===== config.mk =====
export PLATFORM = sky130hd
export DESIGN_NAME = dpi_stream_sequencer_flat
export DESIGN_NICKNAME = d
export VERILOG_FILES = /design/src/rtl/dpi_stream_sequencer_if.sv /design/src/rtl/dpi_stream_sequencer.sv /design/src/flat_wrapper.sv
export SDC_FILE = /design/constraint.sdc
export NUM_CORES = 2
export LEC_CHECK = 0
export BUFFER_PORTS_ARGS = -buffer_cell sky130_fd_sc_hd__buf_2
export CELL_PAD_IN_SITES_DETAIL_PLACEMENT = 0
export CELL_PAD_IN_SITES_GLOBAL_PLACEMENT = 1
export CORE_UTILIZATION = 57
export DETAILED_ROUTE_END_ITERATION = 10
export PLACE_DENSITY = 0.86
export RECOVER_POWER = 25
export SLEW_MARGIN = 20
export SYNTH_ARGS = -nofsm -noshare
export SYNTH_HDL_FRONTEND = slang
export SYNTH_SLANG_ARGS = --single-unit

===== constraint.sdc =====
create_clock -name clk -period 18.36 [get_ports clk]
set_clock_uncertainty 0.2 [all_clocks]
set_input_delay 2.754 -clock clk [delete_from_list [all_inputs] [get_ports clk]]
set_output_delay 2.754 -clock clk [all_outputs]
set_load 0.005 [all_outputs]

===== src/rtl/dpi_stream_sequencer_if.sv =====
// rtl/dpi_stream_sequencer_if.sv - framed packet byte stream into the sequencer
interface dpi_stream_sequencer_if #(
  parameter int KEY_W = 16
) ();
  logic [7:0]       pkt_data;
  logic             pkt_vld;
  logic             pkt_sop;
  logic             pkt_eop;
  logic [KEY_W-1:0] pkt_key;
  logic             pkt_rdy;

  modport master (
    output pkt_data, pkt_vld, pkt_sop, pkt_eop, pkt_key,
    input  pkt_rdy
  );

  modport slave (
    input  pkt_data, pkt_vld, pkt_sop, pkt_eop, pkt_key,
    output pkt_rdy
  );
endinterface


===== src/rtl/dpi_stream_sequencer.sv =====
// rtl/dpi_stream_sequencer.sv - maps flow keys to stream ids and drives the matcher load/char/eop protocol
// Optional counters (stat_*_o) are built when DPI_SEQ_STATS_EN is defined.
module dpi_stream_sequencer #(
  parameter int NUM_REGEX = 16,
  parameter int KEY_W     = 16,
  parameter int STREAM_W  = 6
) (
  input  logic                 clk,
  input  logic                 rst_n,
  dpi_stream_sequencer_if.slave pkt,
  output logic [7:0]           char_in_o,
  output logic                 char_in_vld_o,
  output logic                 eop_o,
  output logic                 load_state_o,
  output logic [STREAM_W-1:0]  stream_id_o,
  output logic                 new_stream_id_o,
  output logic [NUM_REGEX-1:0] enable_o,
  input  logic                 cfg_we_i,
  input  logic [STREAM_W-1:0]  cfg_addr_i,
  input  logic [NUM_REGEX-1:0] cfg_wdata_i,
  input  logic                 cfg_flush_i
`ifdef DPI_SEQ_STATS_EN
  ,
  output logic [31:0]          stat_pkts_o,
  output logic [31:0]          stat_bytes_o,
  output logic [31:0]          stat_drops_o,
  output logic [31:0]          stat_evict_o
`endif
);

  localparam int NUM_STREAMS = 2**STREAM_W;

  typedef enum logic [2:0] {
    S_IDLE, S_LOOKUP, S_LOAD, S_GAP, S_STREAM, S_EOP
  } state_t;

  state_t                state_q, state_d;
  logic                  pkt_rdy_c;

  logic [KEY_W-1:0]      key_q;
  logic [KEY_W-1:0]      tbl_key_q [NUM_STREAMS];
  logic [NUM_STREAMS-1:0] tbl_vld_q;
  logic [NUM_REGEX-1:0]  mask_q [NUM_STREAMS];
  logic [STREAM_W-1:0]   rr_ptr_q;

  logic [7:0]            char_q;
  logic                  char_vld_q;
  logic                  eop_q;
  logic                  load_q;
  logic [STREAM_W-1:0]   id_q;
  logic                  new_q;
  logic [NUM_REGEX-1:0]  en_q;

  logic                  hit;
  logic                  free;
  logic [STREAM_W-1:0]   hit_idx;
  logic [STREAM_W-1:0]   free_idx;
  logic [STREAM_W-1:0]   lk_id;
  logic                  in_lookup;
  logic                  lk_miss;
  logic                  lk_evict;
  logic                  stray_byte;
  logic                  byte_acc;

  // Descending scan so the lowest matching / lowest free index wins.
  always_comb begin
    hit      = 1'b0;
    free     = 1'b0;
    hit_idx  = '0;
    free_idx = '0;
    for (int i = NUM_STREAMS - 1; i >= 0; i--) begin
      if (tbl_vld_q[i] && (tbl_key_q[i] == key_q)) begin
        hit     = 1'b1;
        hit_idx = STREAM_W'(i);
      end
      if (!tbl_vld_q[i]) begin
        free     = 1'b1;
        free_idx = STREAM_W'(i);
      end
    end
  end

  assign lk_id      = hit ? hit_idx : (free ? free_idx : rr_ptr_q);
  assign in_lookup  = (state_q == S_LOOKUP);
  assign lk_miss    = in_lookup && !hit;
  assign lk_evict   = lk_miss && !free;
  assign stray_byte = (state_q == S_IDLE) && pkt.pkt_vld && !pkt.pkt_sop;
  assign byte_acc   = (state_q == S_STREAM) && pkt.pkt_vld;

  always_comb begin
    state_d   = state_q;
    pkt_rdy_c = 1'b0;
    case (state_q)
      S_IDLE: begin
        pkt_rdy_c = pkt.pkt_vld && !pkt.pkt_sop;
        if (pkt.pkt_vld && pkt.pkt_sop) state_d = S_LOOKUP;
      end
      S_LOOKUP: state_d = S_LOAD;
      S_LOAD:   state_d = S_GAP;
      S_GAP:    state_d = S_STREAM;
      S_STREAM: begin
        pkt_rdy_c = 1'b1;
        if (pkt.pkt_vld && pkt.pkt_eop) state_d = S_EOP;
      end
      S_EOP:    state_d = S_IDLE;
      default:  state_d = S_IDLE;
    endcase
  end

  assign pkt.pkt_rdy = pkt_rdy_c;

  always_ff @(posedge clk or negedge rst_n) begin
    if (!rst_n) begin
      state_q    <= S_IDLE;
      key_q      <= '0;
      char_q     <= '0;
      char_vld_q <= 1'b0;
      eop_q      <= 1'b0;
      load_q     <= 1'b0;
      id_q       <= '0;
      new_q      <= 1'b0;
      en_q       <= '0;
    end else begin
      state_q    <= state_d;
      char_vld_q <= byte_acc;
      eop_q      <= (state_q == S_EOP);
      load_q     <= in_lookup;
      if (state_q == S_IDLE && pkt.pkt_vld && pkt.pkt_sop) key_q <= pkt.pkt_key;
      if (byte_acc) char_q <= pkt.pkt_data;
      // Stream context is latched once per packet and released after the eop pulse.
      if (in_lookup) begin
        id_q  <= lk_id;
        new_q <= !hit;
        en_q  <= mask_q[lk_id];
      end else if (eop_q) begin
        id_q  <= '0;
        new_q <= 1'b0;
        en_q  <= '0;
      end
    end
  end

  // Flush takes priority over a same-cycle miss allocation.
  always_ff @(posedge clk or negedge rst_n) begin
    if (!rst_n) begin
      tbl_vld_q <= '0;
      rr_ptr_q  <= '0;
    end else begin
      if (cfg_flush_i) tbl_vld_q <= '0;
      else if (lk_miss) tbl_vld_q[lk_id] <= 1'b1;
      if (lk_evict) rr_ptr_q <= rr_ptr_q + 1'b1;
    end
  end

  always_ff @(posedge clk) begin
    if (lk_miss) tbl_key_q[lk_id] <= key_q;
  end

  always_ff @(posedge clk or negedge rst_n) begin
    if (!rst_n) begin
      for (int i = 0; i < NUM_STREAMS; i++) mask_q[i] <= '1;
    end else if (cfg_we_i) begin
      mask_q[cfg_addr_i] <= cfg_wdata_i;
    end
  end

  assign char_in_o       = char_q;
  assign char_in_vld_o   = char_vld_q;
  assign eop_o           = eop_q;
  assign load_state_o    = load_q;
  assign stream_id_o     = id_q;
  assign new_stream_id_o = new_q;
  assign enable_o        = en_q;

`ifdef DPI_SEQ_STATS_EN
  logic [31:0] stat_pkts_q, stat_bytes_q, stat_drops_q, stat_evict_q;

  always_ff @(posedge clk or negedge rst_n) begin
    if (!rst_n) begin
      stat_pkts_q  <= '0;
      stat_bytes_q <= '0;
      stat_drops_q <= '0;
      stat_evict_q <= '0;
    end else begin
      if (eop_q)      stat_pkts_q  <= stat_pkts_q + 32'd1;
      if (char_vld_q) stat_bytes_q <= stat_bytes_q + 32'd1;
      if (stray_byte) stat_drops_q <= stat_drops_q + 32'd1;
      if (lk_evict)   stat_evict_q <= stat_evict_q + 32'd1;
    end
  end

  assign stat_pkts_o  = stat_pkts_q;
  assign stat_bytes_o = stat_bytes_q;
  assign stat_drops_o = stat_drops_q;
  assign stat_evict_o = stat_evict_q;
`else
  logic unused_stray;
  assign unused_stray = stray_byte;
`endif

endmodule


===== src/flat_wrapper.sv =====
// flat-port wrapper written by rule: the top's interface ports become plain ports
module dpi_stream_sequencer_flat 
#(
  parameter int NUM_REGEX = 16,
  parameter int KEY_W     = 16,
  parameter int STREAM_W  = 6
)
  (clk, rst_n, char_in_o, char_in_vld_o, eop_o, load_state_o, stream_id_o, new_stream_id_o, enable_o, cfg_we_i, cfg_addr_i, cfg_wdata_i, cfg_flush_i, pkt_pkt_data, pkt_pkt_vld, pkt_pkt_sop, pkt_pkt_eop, pkt_pkt_key, pkt_pkt_rdy);
  dpi_stream_sequencer_if #(.KEY_W(KEY_W)) pkt_i ();
  input  logic clk;
  input  logic rst_n;
  output logic [7:0] char_in_o;
  output logic char_in_vld_o;
  output logic eop_o;
  output logic load_state_o;
  output logic [STREAM_W-1:0] stream_id_o;
  output logic new_stream_id_o;
  output logic [NUM_REGEX-1:0] enable_o;
  input  logic cfg_we_i;
  input  logic [STREAM_W-1:0] cfg_addr_i;
  input  logic [NUM_REGEX-1:0] cfg_wdata_i;
  input  logic cfg_flush_i;
  input wire logic [$bits(pkt_i.pkt_data)-1:0] pkt_pkt_data;
  input wire logic [$bits(pkt_i.pkt_vld)-1:0] pkt_pkt_vld;
  input wire logic [$bits(pkt_i.pkt_sop)-1:0] pkt_pkt_sop;
  input wire logic [$bits(pkt_i.pkt_eop)-1:0] pkt_pkt_eop;
  input wire logic [$bits(pkt_i.pkt_key)-1:0] pkt_pkt_key;
  output wire logic [$bits(pkt_i.pkt_rdy)-1:0] pkt_pkt_rdy;
  assign pkt_i.pkt_data = pkt_pkt_data;
  assign pkt_i.pkt_vld = pkt_pkt_vld;
  assign pkt_i.pkt_sop = pkt_pkt_sop;
  assign pkt_i.pkt_eop = pkt_pkt_eop;
  assign pkt_i.pkt_key = pkt_pkt_key;
  assign pkt_pkt_rdy = pkt_i.pkt_rdy;
  dpi_stream_sequencer #(.NUM_REGEX(NUM_REGEX), .KEY_W(KEY_W), .STREAM_W(STREAM_W)) u_core (.clk(clk), .rst_n(rst_n), .pkt(pkt_i), .char_in_o(char_in_o), .char_in_vld_o(char_in_vld_o), .eop_o(eop_o), .load_state_o(load_state_o), .stream_id_o(stream_id_o), .new_stream_id_o(new_stream_id_o), .enable_o(enable_o), .cfg_we_i(cfg_we_i), .cfg_addr_i(cfg_addr_i), .cfg_wdata_i(cfg_wdata_i), .cfg_flush_i(cfg_flush_i));
endmodule

; Yosys cells after proc, flatten, opt, wreduce, memory -nomap -nowiden
; Memories as Yosys holds them, arrays and structs flattened.
; Cells that the tools add are included.
[totals]
ff_bits = 1147
mem_bits_rw = 1024
in_bits = 53
out_inout_bits = 35
elab_cells = 517
memories = 1
[op_classes]
addsub = 1
n_lt_le_gt_ge = 5
n_eq_ne = 71
mux = 280
bitwise = 3
reduce_logical = 81
[memory_table]
columns = memory, words, word_bits, rd, rd_ports_with_merged_regs, wr, line_no
row1 = u_core.tbl_key_q, 64, 16, 64, 0, 1, dpi_stream_sequencer.sv:41  ; logic [KEY_W-1:0] tbl_key_q [NUM_STREAMS];
[op_table]
columns = op, count
row1 = $bwmux 1024, 1
row2 = $eq 16x16->1, 64
row3 = $mux 6, 132
row4 = $mux 1, 133
row5 = $mux 64, 2
row6 = $bmux 16 s6, 1
row7 = $demux 16 s6, 1
row8 = $mux 16, 5
row9 = $logic_and 1x1->1, 74
row10 = $or 64x64->64, 1
row11 = $pmux 3 s5, 1
row12 = $ge 7x7->1 const B, 2
row13 = $not 6->7, 2
row14 = $lt 6x7->1 const B, 1
row15 = $lt 7x1->1 const B, 1
row16 = $add 6x1->6 const B, 1
row17 = $demux 1 s6, 1
row18 = $eq 3x2->1 const B, 2
row19 = $eq 3x3->1 const B, 2
row20 = $ge 6x1->1 const B, 1
row21 = $mux 3, 2
row22 = $ne 2x2->1 const B, 2
row23 = $reduce_bool 2->1, 2
row24 = $eq 3x1->1 const B, 1
row25 = other kinds (4), 6

; Longest topological paths before layout
[depth]
word_depth = 74
mapped_depth = 25
mapped_depth_nobuf = 15

; Worst setup path after synthesis
; OpenSTA, ideal clock, no wires.
[synth_timing]
kind = register to register
from = register u_core.key_q[9]
to = memory u_core.tbl_key_q[6][0], enable pin
setup_ps = 440
arrival_ps = 6097
required_time_ps = 17720
path_slack_ps = 11624
path_stages_with_launch = 18
path_buffers = 7
period_less_slack_ps = 6736
path_cell_list = dfrtp_1 buf_4 buf_6 xor2_1 nor4b_1 nand4b_1 or4_1 a21boi_1 a2111oi_1 a221oi_2 o211ai_1 a21o_1 buf_4 buf_6 buf_4 buf_4 buf_2 nor4b_1
[synth_between]
elab_chain_len = 70
word_cells_on_any_way = 261
cone_classes = eq/ne (64) / mux (131) / reduce/logical (66)
[synth_lines]
columns = item, line_no
row1 = "start, declared", dpi_stream_sequencer.sv:40  ; logic [KEY_W-1:0] key_q;
row2 = "start signal, assigned", dpi_stream_sequencer.sv:128  ; if (state_q == S_IDLE && pkt.pkt_vld && pkt.pkt_sop) key_q <= pkt.pkt_key;
row3 = $eq 16x16->1, dpi_stream_sequencer.sv:72  ; if (tbl_vld_q[i] && (tbl_key_q[i] == key_q)) begin
row4 = $logic_and 1x1->1, dpi_stream_sequencer.sv:72
row5 = $mux 1 (64 in a row), dpi_stream_sequencer.sv:72
row6 = $logic_not 1->1, dpi_stream_sequencer.sv:85  ; assign lk_miss = in_lookup && !hit;
row7 = $logic_and 1x1->1, dpi_stream_sequencer.sv:85
row8 = $mux 1, dpi_stream_sequencer.sv:156  ; if (lk_miss) tbl_key_q[lk_id] <= key_q;
row9 = $mux 1 (not written as such), dpi_stream_sequencer.sv:156
row10 = "end, declared", dpi_stream_sequencer.sv:41
; Parallel ways exist; a longest one is shown, timed or not.

; Final worst setup path
[layout_timing]
from = register u_core.key_q[1]
to = register u_core.en_q[2], in the netlist u_core.enable_o[2]
[layout_between]
elab_chain_len = 72
word_cells_on_any_way = 262
cone_classes = eq/ne (64) / mux (133) / bitwise (1) / reduce/logical (64)
[layout_lines]
columns = item, line_no
row1 = $eq 16x16->1, dpi_stream_sequencer.sv:72
row2 = $logic_and 1x1->1, dpi_stream_sequencer.sv:72
row3 = $mux 6 or $mux 1 (tied branches) (64 in a row), dpi_stream_sequencer.sv:72
row4 = $mux 6 (*), dpi_stream_sequencer.sv:83  ; assign lk_id = hit ? hit_idx : (free ? free_idx : rr_ptr_q);
row5 = $not 6->7 (not written as such) (*), dpi_stream_sequencer.sv:134  ; en_q <= mask_q[lk_id];
row6 = $bmux 16 s6 (*), dpi_stream_sequencer.sv:134
row7 = $mux 16 (not written as such) (*) (2 in a row), dpi_stream_sequencer.sv:134
row8 = $mux 16 (*), dpi_stream_sequencer.sv:131  ; if (in_lookup) begin
row9 = "end signal, assigned", dpi_stream_sequencer.sv:134
row10 = "end, declared", dpi_stream_sequencer.sv:52  ; logic [NUM_REGEX-1:0] en_q;
; Mark *: on every way between the ends. The rest lies on a longest branch, timed or not. The select of a mux whose other input is x is not followed.
; A chain may end at the register's enable or synchronous reset.

==> qor.txt <==
====================================================================================
Status ................................................................ complete, but fails checks
Failing checks ........................................................ capacitance limit, slew limit
Pin count of the biggest net entering global routing ..................          174
RSZ-0062 raised after global routing ..................................           no
Post-synth top area cell ..............................................     edfxtp_1
Clock Pin Slew Worst Setup and Hold Paths .............................        60 ps
Number of buffers added by the clock tree synthesis step ..............          216
Buffers & Inverters on Critical Path ..................................            4
Final clock period utilization by the worst path ......................        69.7%
DR vias/cell ..........................................................         6.44
Die Y-Extent ..........................................................       428 um
Post-CTS setup buffer count ...........................................            0
Final core area utilization ...........................................        62.8%
GRT Util Overall ......................................................        32.8%
Clock Tree Root .......................................................    clkbuf_16
Length of the first detailed-routing pass in iterations ...............            6
Critical Path Slowest Stage Cell ......................................     clkbuf_1
Hold Violations, Final ................................................            0
Number of non-filler instances in the completed layout ................        10449
Floorplan core area ...................................................   179000 um2
Combinational power share .............................................        24.8%
Clk sink count ........................................................         2171
Int Pwr ...............................................................      9890 uW
Pre-CTS setup slack ...................................................      9350 ps
Number of warning messages in the yosys log ...........................            0
Layout cell share with drive strength beyond 1 ........................        34.4%
Cell family contributing the most delay on the critical path .......... buffers and inverters
IO buf count ..........................................................           87
Residual overflow from global routing .................................            0
Share of the yosys chip area belonging to registers ...................        58.8%
Synth Cell Area .......................................................   103000 um2
Nets in the synthesized netlist .......................................         7972
Routed length per placed instance .....................................      28.8 um
Start-to-end type of the worst setup path ............................. register to register
DRT iter0 DRCs ........................................................         6890
Maximum buffer depth of the clock tree ................................            3
Final setup fails .....................................................            0
Die X .................................................................       428 um
Last weighted congestion value of the routability-driven placer .......        0.941
PnR worst setup slack .................................................      5570 ps
Dpl hpwl ..............................................................       180 mm
Data required, critical path ..........................................     18980 ps
Worst Path Max Fanout .................................................          114
CTS tree ..............................................................          yes
Seq cells post-synth ..................................................         2171
Worst slew pin tran ...................................................      6670 ps
Wire length of the first global-routing pass ..........................       443 mm
Leading register cell type out of synthesis ...........................     edfxtp_1
Top achievable clock speed ............................................     78.2 MHz
Count of pins on the block boundary ...................................           88
PostCTS Resize Cnt ....................................................            0
Type of element capturing the critical path ...........................     register
Class of the tightest hold or removal check ........................... register to register
Synth unique cells ....................................................          105
Standard-cell row count ...............................................          155
Total number of vias ..................................................        67314
Placed Cells incl. Taps ...............................................        10043
Initial standard-cell utilization of the core .........................        57.6%
Post-synthesis area per instance ......................................     13.0 um2
Proportion of synthesized flip-flops having asynchronous set or reset .        52.8%
Fraction of power consumed by sequential logic ........................        44.9%
Part of the total power dissipated in the clock network ...............        30.3%
Summed negative setup slack over all endpoints ........................         0 ps
Switch share ..........................................................        32.8%
Headroom to the max-slew limit ........................................        -345%
Number of nets at the end of the flow .................................         7961
CP Cell Sequence ...................................................... clkbuf_1 -> clkbuf_1 -> xnor2_1 -> and4b_1 -> nand4_1 -> nand4_1 -> nor4_1 -> nand4_2 -> a21oi_2 -> or3_4 -> buf_12 -> buf_4 -> mux2i_1 -> a2bb2oi_1 -> mux2i_1 -> o311ai_2 -> nand3_1 -> o21ai_1
Max-slew violations ...................................................         1304
Number of buffers inserted for hold repair after clock tree synthesis .            0
Fraction of synthesized cell area taken by the top area cell type .....        29.8%
Max rail drop VDD .....................................................     0.116 mV
Post-detailed-route count of antenna-violating nets ...................            0
Layout overhead on the synthesized area ...............................        9.03%
PwrDens ...............................................................   131 nW/um2
Net switching power ...................................................      4830 uW
Slowest cell delay on critical path ...................................      2140 ps
Total DRC errors in the routed layout .................................            0
Time the final worst path needs with I/O delays and setup .............     12790 ps
Leading post-synthesis cells by cell area ............................. edfxtp_1 (30%), dfstp_2 (26%), mux2_2 (12%), xor2_1 (5.3%), xnor2_1 (3.5%)
Count of flip-flops with a built-in enable after synthesis ............         1024
Worst-Skew Late Latency ...............................................       900 ps
Nature of the critical path startpoint ................................     register
Arrival @ worst endpoint ..............................................     13410 ps
Vias in the first global route ........................................        67049
Deepest level of the CTS H-tree .......................................            4
Post-route total power ................................................     14700 uW
Die Area ..............................................................   183000 um2
Maxcap violations .....................................................           32
DRT Wirelength ........................................................       301 mm
Syn Inst Count ........................................................         7918
Antenna violations before repair ......................................           17
Leak Pwr ..............................................................    0.0410 uW
====================================================================================
worst reg2reg max path, stage by stage, from the launching register on:
cell       delay, ps
dfrtp_1         1660
clkbuf_1        2110
clkbuf_1        2160
xnor2_1          380
and4b_1          330
nand4_1          220
nand4_1          260
nor4_1           780
nand4_2          280
a21oi_2          250
or3_4            650
buf_12           530
buf_4            840
mux2i_1          260
a2bb2oi_1        200
mux2i_1          100
o311ai_2         990
nand3_1          340
o21ai_1          220
cell usage in the layout (no fill, tap or decap), drive strengths merged, types with 32 or more instances in the layout:
cell type,n
buf,263
nand2,770
clkinv,70
o21ai,100
xnor2,416
dfstp,1024
nor4b,66
a211oi,36
clkbuf,316
a21oi,97
nor4,208
o22ai,54
mux2i,240
and3,53
nand4,168
or3,36
xor2,619
a31oi,60
dfrtp,123
or4,32
mux2,1066
nand4b,52
nor3,82
inv,44
edfxtp,1024
nor2,429
nand3,139
synthesized netlist by cell type, drive strengths merged (53+ instances only):
library cell and count:
edfxtp 1024, xnor2 416, nor3 82, nand3 139
nor4b 66, nor2 429, a21oi 97, nor4 208
and3 53, clkbuf 245, mux2i 240, dfstp 1024
xor2 619, o22ai 54, a31oi 60, dfrtp 123
mux2 1066, buf 268, nand4 168, nand2 770
o21ai 100
through the flow:
stage               hold slack (ps)  area, um2
floorplan                       242     103000
global placement                261     106000
detailed placement              263     106000
CTS                             273     113000
global route                    302     113000
finish                          275     113000
cells by family after synthesis:
family	Yosys count	synth area share [%]
DFF	2171	58.8
muxes	1306	14.0
xor gates and xnor gates	1035	8.78
buffers and inverters	544	3.02
AOI/OAI and AO/OA	628	4.30
and+or+nand+nor	2233	11.1
adders and majority gates	1	0.0121
sequential cells by signal (all words and copies together), names as in the netlist, 3 cells and up:
name and flops:
u_core.char_in_o 8, u_core.enable_o 16, u_core.key_q 16, u_core.mask_q 1024, u_core.rr_ptr_q 6, u_core.state_q 3, u_core.stream_id_o 6, u_core.tbl_key_q 1024
u_core.tbl_vld_q 64
area by class of cell:
cell class / count / area [um2]
fillers: 13504 / 66600
flip-flops and latches: 2171 / 60700
multi-input cells: 5203 / 39600
clock buffers: 295 / 5980
well taps: 2355 / 2950
repair buffers: 284 / 2080
clock inverters: 106 / 1120
inverters: 31 / 116
diodes: 4 / 10.0
power by group through the flow:
| stage | Clock [uW] | Combinational [uW] | Sequential (uW) |
|---|---|---|---|
| after floorplan | 0 | 2610 | 6430 |
| after global placement | 0 | 3490 | 6650 |
| after detailed placement | 0 | 3580 | 6670 |
| after CTS | 4500 | 3600 | 6590 |
| after global routing | 4690 | 3890 | 6650 |
| final | 4460 | 3650 | 6610 |
routing by layer:
metal  part of all wire, %  global-route usage [%]  wire length (um)
met5                 0.015                       0                46
met2                    46                    52.3            140000
met1                    39                    42.4            118000
met4                   6.7                    19.0             20200
met3                   7.7                    5.65             23100
worst paths after layout:
check | startpoint | endpoint | slack [ps] | depth (start not counted)
worst max-delay path | u_core.key_q[1]$_DFFE_PN0P_ | u_core.enable_o[2]$_DFFE_PN0P_ | 5570 | 18
worst min-delay path | u_core.rr_ptr_q[5]$_DFFE_PN0P_ | u_core.rr_ptr_q[5]$_DFFE_PN0P_ | 280 | 1
worst max register to register | u_core.key_q[1]$_DFFE_PN0P_ | u_core.enable_o[2]$_DFFE_PN0P_ | 5570 | 18
worst min register to register | u_core.rr_ptr_q[5]$_DFFE_PN0P_ | u_core.rr_ptr_q[5]$_DFFE_PN0P_ | 280 | 1
max in group asynchronous | rst_n | u_core.mask_q[195]$_DFFE_PN1P_ | 8610 | 4
min in group asynchronous | rst_n | u_core.mask_q[610]$_DFFE_PN1P_ | 6020 | 1
(Power assumes the default switching activity.)
